**config.mk**
```make
export PLATFORM = sky130hd
export DESIGN_NAME = ped_pass_req
export DESIGN_NICKNAME = d
export VERILOG_FILES = /design/src/rtl/ped_pass_req.sv
export SDC_FILE = /design/constraint.sdc
export NUM_CORES = 1
export LEC_CHECK = 0
export CAP_MARGIN = 5
export CORE_MARGIN = 2
export CORE_UTILIZATION = 58
export CTS_BUF_LIST = sky130_fd_sc_hd__clkbuf_4 sky130_fd_sc_hd__clkbuf_8
export DETAILED_ROUTE_END_ITERATION = 7
export GPL_TIMING_DRIVEN = 0
export PLACE_DENSITY_LB_ADDON = 0.05
export SLEW_MARGIN = 15
export SYNTH_ARGS = -nofsm -noshare
export SYNTH_HDL_FRONTEND = slang
export SYNTH_SLANG_ARGS = --single-unit
```
**constraint.sdc**
```tcl
create_clock -name clk -period 5.11 [get_ports clk]
set_input_delay 1.022 -clock clk [delete_from_list [all_inputs] [get_ports clk]]
set_output_delay 1.022 -clock clk [all_outputs]
set_load 0.01 [all_outputs]
```
**src/rtl/ped_pass_req.sv**
```systemverilog
// Pedestrian pass-request generator: synchronises and debounces the push-button,
// holds a request until a clean green phase, and enforces a cooldown after each pass.
module ped_pass_req #(
  parameter int DEB_CYC  = 4,
  parameter int COOLDOWN = 16
) (
  input  logic       clk,
  input  logic       rst,
  input  logic       btn,
  input  logic       R,
  input  logic       G,
  input  logic       Y,
  output logic       pass,
  output logic       req_pending,
  output logic       cool_busy,
  output logic       light_err,
  output logic [7:0] pass_cnt
);

  localparam int DW = $clog2(DEB_CYC + 1);
  localparam int CW = (COOLDOWN > 1) ? $clog2(COOLDOWN) : 1;
  localparam logic [DW-1:0] DCNT_LAST = DW'(DEB_CYC - 1);
  localparam logic [CW-1:0] COOL_LOAD = CW'(COOLDOWN - 1);

  typedef enum logic [1:0] {IDLE, PEND, FIRE, COOL} state_e;

  logic          s1_q, s2_q;
  logic          db_q, db_d1_q;
  logic [DW-1:0] dcnt_q;
  logic          light_err_q;
  logic          rise;
  logic [2:0]    rgy;
  logic          light_ok;

  state_e        state_q, state_d;
  logic [CW-1:0] cool_cnt_q, cool_cnt_d;
  logic          again_q, again_d;
  logic [7:0]    pass_cnt_q, pass_cnt_d;

  assign rgy      = {R, G, Y};
  assign light_ok = (rgy == 3'b100) || (rgy == 3'b010) || (rgy == 3'b001);
  assign rise     = db_q & ~db_d1_q;

  // Front end: two-flop synchroniser, debounce counter, edge history, light check.
  always_ff @(posedge clk or negedge rst) begin
    if (!rst) begin
      s1_q        <= 1'b0;
      s2_q        <= 1'b0;
      db_q        <= 1'b0;
      db_d1_q     <= 1'b0;
      dcnt_q      <= '0;
      light_err_q <= 1'b0;
    end else begin
      // NOTE: non-blocking assignments so every flop samples the pre-edge value of its neighbour.
      s1_q        <= btn;
      s2_q        <= s1_q;
      db_d1_q     <= db_q;
      light_err_q <= ~light_ok;
      if (s2_q != db_q) begin
        if (dcnt_q == DCNT_LAST) begin
          db_q   <= s2_q;
          dcnt_q <= '0;
        end else begin
          dcnt_q <= dcnt_q + 1'b1;
        end
      end else begin
        dcnt_q <= '0;
      end
    end
  end

  always_ff @(posedge clk or negedge rst) begin
    if (!rst) begin
      state_q    <= IDLE;
      cool_cnt_q <= '0;
      again_q    <= 1'b0;
      pass_cnt_q <= '0;
    end else begin
      state_q    <= state_d;
      cool_cnt_q <= cool_cnt_d;
      again_q    <= again_d;
      pass_cnt_q <= pass_cnt_d;
    end
  end

  always_comb begin
    // NOTE: hold-value defaults first so no path through the case infers a latch.
    state_d    = state_q;
    cool_cnt_d = cool_cnt_q;
    again_d    = again_q;
    pass_cnt_d = pass_cnt_q;
    unique case (state_q)
      IDLE: if (rise) state_d = PEND;
      // Extra rises while pending merge into the one outstanding request.
      PEND: if (rgy == 3'b010) state_d = FIRE;
      FIRE: begin
        state_d    = COOL;
        cool_cnt_d = COOL_LOAD;
        if (pass_cnt_q != 8'hFF) pass_cnt_d = pass_cnt_q + 8'd1;
      end
      COOL: begin
        if (cool_cnt_q == '0) begin
          state_d = (again_q || rise) ? PEND : IDLE;
          again_d = 1'b0;
        end else begin
          cool_cnt_d = cool_cnt_q - 1'b1;
          if (rise) again_d = 1'b1;
        end
      end
      default: state_d = IDLE;
    endcase
  end

  assign pass        = (state_q == FIRE);
  assign req_pending = (state_q == PEND);
  assign cool_busy   = (state_q == COOL);
  assign light_err   = light_err_q;
  assign pass_cnt    = pass_cnt_q;

endmodule

```
==> out/results.ini <==
[detailed_routing]
drt-pass1-iter-count=4
routed_wl_um=2100
wl_per_cell_um=14.1
viasPerCell=5.77
drc=0
drtIter0Drc=13
ant_nets=0
vias=859

[worst_setup_path]
cp.required_ns=4.09
worstPathCellList=inv_1, ha_1, clkdlybuf4s50_1
critical_path_buf_inv_count=2
critPathMaxStageDelay_ns=0.61
worstPathArrival_ns=1.89
cp-end-kind=primary output
cp_slowest_cell=clkdlybuf4s50_1
path_class=reg2out
startpoint_type=flop
crit_fanout=8
crit_family=buffers and inverters

[sta]
finalWorstSetupSlack_ns=2.20
rsz0062_at_grt=false
worst_pin_slew_ns=0.972
slew_headroom_pct=35.0
skew_ns=0.0106
period_needed_ns=2.91
setup-tns-final_ns=0
final-hold-violation-count=0
finalMaxSlewViolations=0
holdWs_ns=0.376
fin_crit_sh_pct=57.0
finalSetupViolCount=0
fmax_mhz=344

[yosys]
yosysTopAreaCellShare_pct=51.7
synth_edf_count=0
synth_area_leaders=dfrtp_1 52%, ha_1 11%, a21oi_1 3.6%
synth_area_leader_cell=dfrtp_1
ys_seq_area_share_pct=51.7
async_reset_ff_share_pct=100
synth_cell_type_count=29
ys_warn_count=0
ys_seq_elements=23
synth_area_mm2=0.00111
ys_top_cells_by_count=23 x dfrtp_1, 10 x ha_1, 8 x a21oi_1
yosysMostFrequentCell=dfrtp_1
synth_cells=103
syn_nets=119
syn_avg_cell_area_um2=10.8
yosys_most_used_dff=dfrtp_1

[final_layout]
final_cells=149
nNetsFinal=141
diodes=0
fin_util_pct=76.1
area_growth_pct=20.6
final_layout_size_suffix_gt1_share_pct=5.65

[global_route]
grt_max_degree=24
gr-total-overflow=0
grt_pass1_vias=818
grt_pass1_wl_um=3330
grt_usage_pct=22.1
antenna_found_initial=0

[run_status]
outcome=finished clean

[die]
initial_core_util_pct=63.1
rows=15
num_io_pins=18
core_area_mm2=0.00176
die_y_um=47.8
die_w_um=47.8
die_area_mm2=0.00229

[placement]
pre_cts_slack_ns=2.32
place.gp.congestion=0.704
dpl.cell_count=145
numPortBuffers=17
hpwl_um=1530

[worst_hold_path]
hp-class=reg2reg

[job]
maxCapViolCount=0

[clocking]
htree_levels=1
cts_hold_buf=0
ctsRootBufferMaster=clkbuf_4
numClockSinks=23
cts_setup_buffers=0
cts_tree=yes
worstSkewPairLatency_ns=0.33
ctsResizeCount=0
clk_transition_reported_paths_ns=0.13
cts_buffers=3
clock_path_buffers=2

[power]
leakagePower_uw=0.000585
ir_drop_v=0.000376
power_density_mw_per_mm2=513

## logic make-up after synthesis
logic type | count (synthesis) | synth area share [%]
compound gates | 22 | 11.9
xor+xnor | 4 | 3.15
fa+ha+maj | 10 | 11.2
buf+inv | 6 | 2.02
flops | 23 | 51.7
mux | 3 | 3.03
simple gates | 35 | 17.0
## flip-flops by register name (all words and copies together), names as in the netlist
name        flops
s2_q            1
again_q         1
cool_cnt_q      4
db_d1_q         1
dcnt_q          3
light_err       1
db_q            1
state_q         2
s1_q            1
pass_cnt        8
## worst paths after layout
check                         startpoint     endpoint  slack (ns)  cells after the start
setup / recovery              state_q[0]         pass        2.20                      3
hold / removal                      s1_q         s2_q        0.38                      0
setup reg to reg           cool_cnt_q[0]   state_q[0]        3.08                      6
hold reg to reg                     s1_q         s2_q        0.38                      0
max in group asynchronous            rst  pass_cnt[4]        3.30                      1
min in group asynchronous            rst    light_err        1.21                      1
## cell type report
class / instances / area [um^2]
fillers: 133 / 422
plain buffers: 1 / 3.75
clock buffers: 3 / 22.5
flip-flops and latches: 23 / 576
well taps: 25 / 31.3
inverters: 5 / 18.8
repair buffers: 17 / 170
clock inverters: 1 / 5.00
multi-input cells: 74 / 515
## cell usage in the layout, fill, tap and decap left out, types with 2 or more instances in the layout
| master | n |
|---|---|
| a21oi_1 | 8 |
| a31oi_1 | 3 |
| and3_1 | 3 |
| clkbuf_4 | 3 |
| clkdlybuf4s50_1 | 17 |
| dfrtp_1 | 23 |
| ha_1 | 10 |
| inv_1 | 5 |
| mux2_2 | 3 |
| nand2_1 | 7 |
| nand2b_1 | 2 |
| nand3_1 | 3 |
| nor2_1 | 6 |
| nor2b_1 | 3 |
| nor3_1 | 4 |
| nor3b_1 | 2 |
| o21ai_0 | 4 |
| or3b_1 | 2 |
| xnor2_1 | 2 |
| xor2_1 | 2 |
## per-layer routing
layer / part of all wire (%) / global-route usage (%) / wire length [um]
met1: 44 / 24.7 / 915
met2: 50 / 37.3 / 1050
met3: 3.2 / 5.66 / 67
met4: 3.0 / 14.1 / 63
met5: 0 / 0 / 0
## worst register-to-register path, delay by kind of cell, from the launching register on
family	cells	cell delay (ns)
compound gates	2	0.58
buf+inv	1	0.09
flops	1	0.42
fa+ha+maj	1	0.18
simple gates	2	0.68
## stage by stage
step	power [uW]	cell area, um^2
global placement	583	1320
floorplan	480	1110
global route	744	1340
finish	689	1340
detailed placement	603	1320
CTS	690	1340
## power by group
group / leakage, uW / switching, uW / total [uW] / internal, uW
sequential: 0.000271 / 62.0 / 303 / 241
clock: 0.0000177 / 57.9 / 87.3 / 29.4
combinational: 0.000296 / 148 / 299 / 151
Power figures use the tool's default switching activity.
